<file path="src/rtl/instr_fetcher.sv">
// -----------------------------------------------------------------------------
// instr_fetcher
//   Front-end instruction fetcher. Issues one word read at a time, collects the
//   returned words with their PCs into a small circular queue and presents the
//   queue head to decode. A ROB flush empties the queue and redirects the PC;
//   a response that was still in flight at flush time is dropped on arrival.
//
// Ports
//   clk               system clock, rising edge
//   rst               asynchronous active-high reset
//   rdy               global enable; low freezes all state (no request issued)
//   out_mem_req       one-cycle fetch request pulse
//   out_mem_addr      fetch address, valid with out_mem_req
//   in_mem_valid      one-cycle response strobe
//   in_mem_data       returned instruction word
//   out_decode_valid  queue head holds an instruction
//   out_decode_instr  queue-head instruction (0 when empty)
//   out_decode_pc     queue-head PC (0 when empty)
//   in_decode_ready   decode consumes the head this cycle
//   in_rob_flush      redirect strobe
//   in_rob_newpc      redirect target
//
// QUEUE_DEPTH must be a power of two, at least 2.
// -----------------------------------------------------------------------------
module instr_fetcher #(
  parameter int unsigned QUEUE_DEPTH = 4,
  parameter logic [31:0] RESET_PC    = 32'h0000_0000
) (
  input  logic        clk,
  input  logic        rst,
  input  logic        rdy,
  output logic        out_mem_req,
  output logic [31:0] out_mem_addr,
  input  logic        in_mem_valid,
  input  logic [31:0] in_mem_data,
  output logic        out_decode_valid,
  output logic [31:0] out_decode_instr,
  output logic [31:0] out_decode_pc,
  input  logic        in_decode_ready,
  input  logic        in_rob_flush,
  input  logic [31:0] in_rob_newpc
);

  localparam int unsigned PTR_W = $clog2(QUEUE_DEPTH);
  localparam int unsigned CNT_W = PTR_W + 1;
  localparam logic [CNT_W-1:0] DEPTH_C = CNT_W'(QUEUE_DEPTH);

  typedef enum logic [1:0] {
    IDLE = 2'd0,
    WAIT = 2'd1,
    DROP = 2'd2
  } state_t;

  state_t           state_r;
  logic [31:0]      pc_r;
  logic [PTR_W-1:0] head_r;
  logic [PTR_W-1:0] tail_r;
  logic [CNT_W-1:0] count_r;
  logic             out_mem_req_r;
  logic [31:0]      out_mem_addr_r;
  logic [31:0]      instr_q_r [QUEUE_DEPTH];
  logic [31:0]      pc_q_r    [QUEUE_DEPTH];

  logic has_head_s;
  logic issue_s;
  logic push_s;
  logic pop_s;

  // A flush masks every other event in the cycle it arrives.
  assign has_head_s = (count_r != {CNT_W{1'b0}});
  assign issue_s    = rdy && !in_rob_flush && (state_r == IDLE) && (count_r < DEPTH_C);
  assign push_s     = rdy && !in_rob_flush && (state_r == WAIT) && in_mem_valid;
  assign pop_s      = rdy && !in_rob_flush && has_head_s && in_decode_ready;

  assign out_mem_req      = out_mem_req_r;
  assign out_mem_addr     = out_mem_addr_r;
  assign out_decode_valid = has_head_s;
  // Head is masked when empty so reset and post-flush views read as zero.
  assign out_decode_instr = has_head_s ? instr_q_r[head_r] : 32'h0000_0000;
  assign out_decode_pc    = has_head_s ? pc_q_r[head_r]    : 32'h0000_0000;

  // Fetch FSM, PC, queue pointers/count and the request outputs.
  always_ff @(posedge clk or posedge rst) begin
    if (rst) begin
      state_r        <= IDLE;
      pc_r           <= RESET_PC;
      head_r         <= {PTR_W{1'b0}};
      tail_r         <= {PTR_W{1'b0}};
      count_r        <= {CNT_W{1'b0}};
      out_mem_req_r  <= 1'b0;
      out_mem_addr_r <= 32'h0000_0000;
    end else begin
      // The request is a pulse; it also drops while rdy is low, which is why
      // it sits outside the enable below.
      out_mem_req_r <= issue_s;
      if (rdy) begin
        if (issue_s) begin
          out_mem_addr_r <= pc_r;
        end else begin
          out_mem_addr_r <= out_mem_addr_r;
        end
        if (in_rob_flush) begin
          pc_r    <= in_rob_newpc;
          head_r  <= {PTR_W{1'b0}};
          tail_r  <= {PTR_W{1'b0}};
          count_r <= {CNT_W{1'b0}};
          // A request still in flight must be absorbed in DROP; if its
          // response lands this very cycle nothing is outstanding any more.
          case (state_r)
            WAIT:    state_r <= in_mem_valid ? IDLE : DROP;
            DROP:    state_r <= in_mem_valid ? IDLE : DROP;
            default: state_r <= IDLE;
          endcase
        end else begin
          if (push_s) begin
            tail_r <= tail_r + PTR_W'(1'b1);
            pc_r   <= pc_r + 32'd4;
          end
          if (pop_s) begin
            head_r <= head_r + PTR_W'(1'b1);
          end
          count_r <= count_r + {{PTR_W{1'b0}}, push_s} - {{PTR_W{1'b0}}, pop_s};
          case (state_r)
            IDLE:    state_r <= issue_s ? WAIT : IDLE;
            WAIT:    state_r <= in_mem_valid ? IDLE : WAIT;
            DROP:    state_r <= in_mem_valid ? IDLE : DROP;
            default: state_r <= IDLE;
          endcase
        end
      end
    end
  end

  // Queue storage; contents are only observable through valid entries.
  always_ff @(posedge clk) begin
    if (push_s) begin
      instr_q_r[tail_r] <= in_mem_data;
      pc_q_r[tail_r]    <= pc_r;
    end
  end

endmodule
</file>
<file path="config.mk">
export PLATFORM = sky130hd
export DESIGN_NAME = instr_fetcher
export DESIGN_NICKNAME = d
export VERILOG_FILES = /design/src/rtl/instr_fetcher.sv
export SDC_FILE = /design/constraint.sdc
export NUM_CORES = 1
export LEC_CHECK = 0
export ABC_AREA = 1
export CORE_MARGIN = 4
export CORE_UTILIZATION = 58
export CTS_BUF_LIST = sky130_fd_sc_hd__clkbuf_8
export DETAILED_ROUTE_END_ITERATION = 10
export PLACE_DENSITY = 0.9
export SYNTH_ARGS = -nofsm -noshare
export SYNTH_HDL_FRONTEND = slang
export SYNTH_SLANG_ARGS = --single-unit
</file>
<file path="constraint.sdc">
create_clock -name clk -period 5.2 [get_ports clk]
set_input_delay 1.04 -clock clk [delete_from_list [all_inputs] [get_ports clk]]
set_output_delay 1.04 -clock clk [all_outputs]
set_load 0.05 [all_outputs]
</file>
Yosys cells after proc, flatten, opt, wreduce, memory -nomap -nowiden. Memory sizes are Yosys's and may differ from the RTL's. Cells that the tools add are included.

Register bits after elaboration: 74. RAM bits: 256. Input bits: 70. Logic and storage cells: 50. Memories kept: 2.

Add/subtract/negate cells: 5. Order comparisons: 1. Eq/ne operators: 2. Mux-type cells: 17. Reduce and logical (&&, ||, !) cells: 16.

Memory list: instr_q_r (depth 4, width 32, read ports 1, clocked after Yosys merged registers in 0, write ports 1, RTL line 61) `logic [31:0] instr_q_r [QUEUE_DEPTH];`; pc_q_r (depth 4, width 32, read ports 1, clocked after Yosys merged registers in 0, write ports 1, RTL line 62) `logic [31:0] pc_q_r [QUEUE_DEPTH];`.

Operator list (number): 32-bit 2-to-1 mux (4); 32-bit by 3-bit adder with 32-bit output, second input constant (1); 2-bit 2-to-1 mux (7); 1-bit logical AND (7); 2-bit one-hot mux with 3 select lines (1); 2-bit AND reduction (3); 2-bit by 1-bit adder with 2-bit output, second input constant (2); 1-bit 2-to-1 mux (4); 2-bit nonzero test (2); 3-bit by 1-bit adder with 3-bit output (1); 3-bit less-than comparator, second input constant (1); 3-bit 2-to-1 mux (1); 3-bit nonzero test (1); 3-bit by 1-bit subtractor with 3-bit output (1); 2-bit by 1-bit == test with 1-bit output, second input constant (1); 2-bit == test, second input constant (1); 2-bit logical NOT (1); 2-bit OR reduction (1); 1-bit logical NOT (1).

Logic depth before layout (Yosys ltp).
Word-level depth: 7. Mapped depth: 11. Gate-level depth less buffers: 11.

Worst setup path after synthesis. OpenSTA, ideal clock, no wires.

Path type: input-to-reg. From: in rdy. To: mem instr_q_r[0][0] (enable). Setup time: 486 ps. Arrival: 4012 ps. Data required time: 4714 ps. Slack: 701 ps. Cell stages on the path: 4. Buffers on the path: 0. Cell sequence: inv_2 > nor2_4 > nand3_4 > nor2_1.

Longest elaborated chain between the ends: 5.

RTL lines: from (decl) (RTL line 31) `input logic rdy,`; 1-bit logical AND (3 in a row) (RTL line 72) `assign push_s = rdy && !in_rob_flush && (state_r == WAIT) && in_mem_valid;`; 1-bit 2-to-1 mux (RTL line 136) `if (push_s) begin`; 1-bit 2-to-1 mux (implied by the code) (RTL line 137) `instr_q_r[tail_r] <= in_mem_data;`; to (decl) (RTL line 61).

No other way between the ends.

Worst setup path in the final report.
From: reg head_r[0]. To: out out_decode_instr[13].

Longest elaborated chain between the ends: 2.

RTL lines: from (decl) (RTL line 56) `logic [PTR_W-1:0] head_r;`; from (signal assigned) (RTL line 87) `head_r <= {PTR_W{1'b0}};`; from (signal assigned) (RTL line 104) `head_r <= {PTR_W{1'b0}};`; from (signal assigned) (RTL line 120) `head_r <= head_r + PTR_W'(1'b1);`; memory read 4 x 32 bit; 32-bit 2-to-1 mux (RTL line 79) `assign out_decode_instr = has_head_s ? instr_q_r[head_r] : 32'h0000_0000;`; to (decl) (RTL line 37) `output logic [31:0] out_decode_instr,`.

No other way between the ends.

==> results.md <==
- Status: complete, no violations
- Syn Inst Count: 1,338
- Final Max Tran Viols: 0
- Initial core utilization: 59.5%
- Clock transition at path regs: 0.06 ns
- Fin crit share: 94.1%
- Drt initial violations: 1,226
- Critical path arrival: 3.85 ns
- Antenna violations before repair: 0
- First-pass GRT wire length: 52.6 mm
- Die Wd: 164 µm
- Synth Warn #: 0
- Post-CTS Setup Inserts: 0
- Clk_lat worst skew: 0.57 ns
- Post-DP HPWL: 20.3 mm
- Peak supply drop: 0.321 mV
- Worst path slowest cell: clkinv_2
- Worst Setup End Kind: output port
- PostCTS Resize Cnt: 0
- CTS Buf Count: 50
- Post-Place Cells: 1,767
- Switching power: 2.33 mW
- Global route total overflow: 0
- Vias: 10,391
- Synth Net Count: 1,420
- Area grow syn2layout: 20.2%
- Reg area: 9540 µm²
- Placer Congestion: 0.898
- Router iterations before antenna repair: 6
- Cts hold-fix bufs: 0
- DRT antenna net count: 0
- Critical Path Start Type: flip-flop
- Io pins: 168
- Final Hold Viols: 0
- R2R cell count: 12
- Critical-path maximum fanout: 92
- Post-DP Area: 15,900 µm²
- Synthesized flop and latch total: 330
- P_leak: 6.37 nW
- Sw Share: 33.6%
- Worst path cell trace: clkinv_2 > buf_4 > o21ai_0 > a21oi_1 > clkdlybuf4s50_1
- Port Buffers: 167
- Via/cell ratio: 5.59
- Final Power: 6.94 mW
- Wirelength, routed: 33.2 mm
- Max Cap Violations: 0
- Rows: 56
- CTS tree: built
- Int Power: 4.61 mW
- Crit path largest cell delay: 0.88 ns
- Worst Tran Pin Value: 1.19 ns
- Number of global-route vias before repair: 10,420
- Pwr dens: 411 nW/µm²
- Die extent in y: 164 µm
- WL per Instance: 17.8 µm
- DIE AREA: 26,800 µm²
- Final Setup Violations: 0
- Critical Path RT: 4.16 ns
- Hold Path Class: reg2reg
- H-tree lvl count: 2
- CP Class: reg2out
- Most frequent cells in the layout: nor2_1, edfxtp_1, nand2_1, clkdlybuf4s50_1, o21ai_0
- Clock Skews: 0.0252 ns
- Non-filler cells, final: 1,860
- Setup TNS: 0 ns
- Largest net degree at the start of global routing: 110
- CTS max path bufs: 3
- Worst slew margin: 20.8%
- Asr flop ratio synth: 22.4%
- Hold_ws: 0.477 ns
- Clock Sinks: 330
- Nets@finish: 1,582
- Period minus WS final: 4.89 ns
- Root Buffer: clkbuf_8
- Distinct cells, synth: 32
- Min-Delay Path Depth: 2
- Reg2reg end: count_r[2]$_DFFE_PP0P_
- # diodes: 0
- # fillers: 1,599
- DRC Markers: 0
- Gr usage total: 24.8%
- Core area: 23,600 µm²
- Synth Area per Inst: 10.5 µm²
- Synthesized area: 14,000 µm²
- Reg2Reg Setup Slack: 2.04 ns
- FF-to-FF Start: count_r[1]$_DFFE_PP0P_
- Share of cells above drive strength 1: 7.01%
- Post-synth EDFFs: 256
- Fmax achieved: 204 MHz
- Sequential cell fraction of total power: 46.6%
- Top_reg_cell synth: edfxtp_1
- Sequential fraction of the synthesis area: 67.9%
- Gate power share: 24.8%
- Commonest non-fill, non-tap cell in the layout: nor2_1
- Clock group share of total power: 28.7%
- Finished Cell Area: 16,900 µm²
- Multi-input logic area: 3900 µm²
- Hold path endpoint: out_mem_addr[3]$_DFFE_PP0P_
- RSZ-0062 raised after global routing: no
- Min-delay src: out_mem_addr[3]$_DFFE_PP0P_
## power by group through the flow
stage	Sequential (mW)	Clock [mW]	Combinational, mW
floorplan	3.52	0	0.846
CTS	3.22	2.02	1.72
global placement	3.26	0	1.67
global route	3.25	2.15	1.84
finish	3.23	1.99	1.72
detailed placement	3.27	0	1.71
## cell families after synthesis
kind of cell               synth area share [%]
AOI/OAI and AO/OA                          10.0
xor gates and xnor gates                 0.0624
adders and majority gates                  1.12
buffers and inverters                      4.56
DFF                                        67.9
muxes                                     0.160
and+or+nand+nor                            16.1
## layout make-up
type,count,area share [%]
sequential,330,56.6
multi-input combinational,864,23.1
timing repair buffer,180,10.6
clock buffer,56,4.57
tap,319,2.37
inverter,74,1.67
clock inverter,37,1.08
## through the flow
stage / setup WS (ns) / utilization [%]
floorplan: 0.701 / -
global placement: 0.980 / 67.4
detailed placement: 0.940 / 67.4
CTS: 0.326 / 71.4
global route: 0.0350 / 71.4
finish: 0.306 / 71.4
## flip-flops by register name, summed over array words and instances (netlist names)
name and flops:
count_r 3, pc_q_r 128, out_mem_addr 32, state_r 2
head_r 2, pc_r 32, tail_r 2, out_mem_req 1
instr_q_r 128
## how the worst max path moves through the flow
| stage | to | startpoint | slack (ns) | cells past startpoint |
|---|---|---|---|---|
| floorplan | instr_q_r[0][0]$_DFFE_PP_ | rdy | 0.70 | 4 |
| global placement | out_decode_instr[17] | head_r[0]$_DFFE_PP0P_ | 0.98 | 5 |
| detailed placement | out_decode_instr[13] | head_r[0]$_DFFE_PP0P_ | 0.94 | 5 |
| CTS | out_decode_instr[13] | head_r[0]$_DFFE_PP0P_ | 0.33 | 5 |
| global route | out_decode_instr[13] | head_r[0]$_DFFE_PP0P_ | 0.03 | 5 |
| finish | out_decode_instr[13] | head_r[0]$_DFFE_PP0P_ | 0.31 | 5 |
## cells in the mapped netlist (8+ instances only)
master | n | area, µm²
nor2_1 | 330 | 1240
edfxtp_1 | 256 | 7690
nand2_1 | 190 | 713
o21ai_0 | 156 | 781
dfrtp_1 | 74 | 1850
a21oi_1 | 70 | 350
inv_1 | 69 | 259
nand3_1 | 39 | 195
o21ai_1 | 36 | 180
clkbuf_1 | 32 | 120
buf_2 | 30 | 150
ha_1 | 11 | 138
buf_6 | 8 | 90.1
## worst max-delay path, delay by kind of cell (launching register included)
| kind | cells | cell delay (ns) |
|---|---|---|
| buf+inv | 3 | 2.19 |
| compound gates | 2 | 0.47 |
| flops | 1 | 0.58 |
## routing by layer
metal | part of all wire [%] | GRT usage [%] | up-vias
met5 | 0 | 0 | -
met4 | 2.5 | 8.04 | 0
met3 | 9.0 | 4.82 | 74
met2 | 48 | 40.1 | 498
met1 | 41 | 34.5 | 4953
li1 | - | - | 4866
Note: power is estimated with default switching activity, not from simulation.
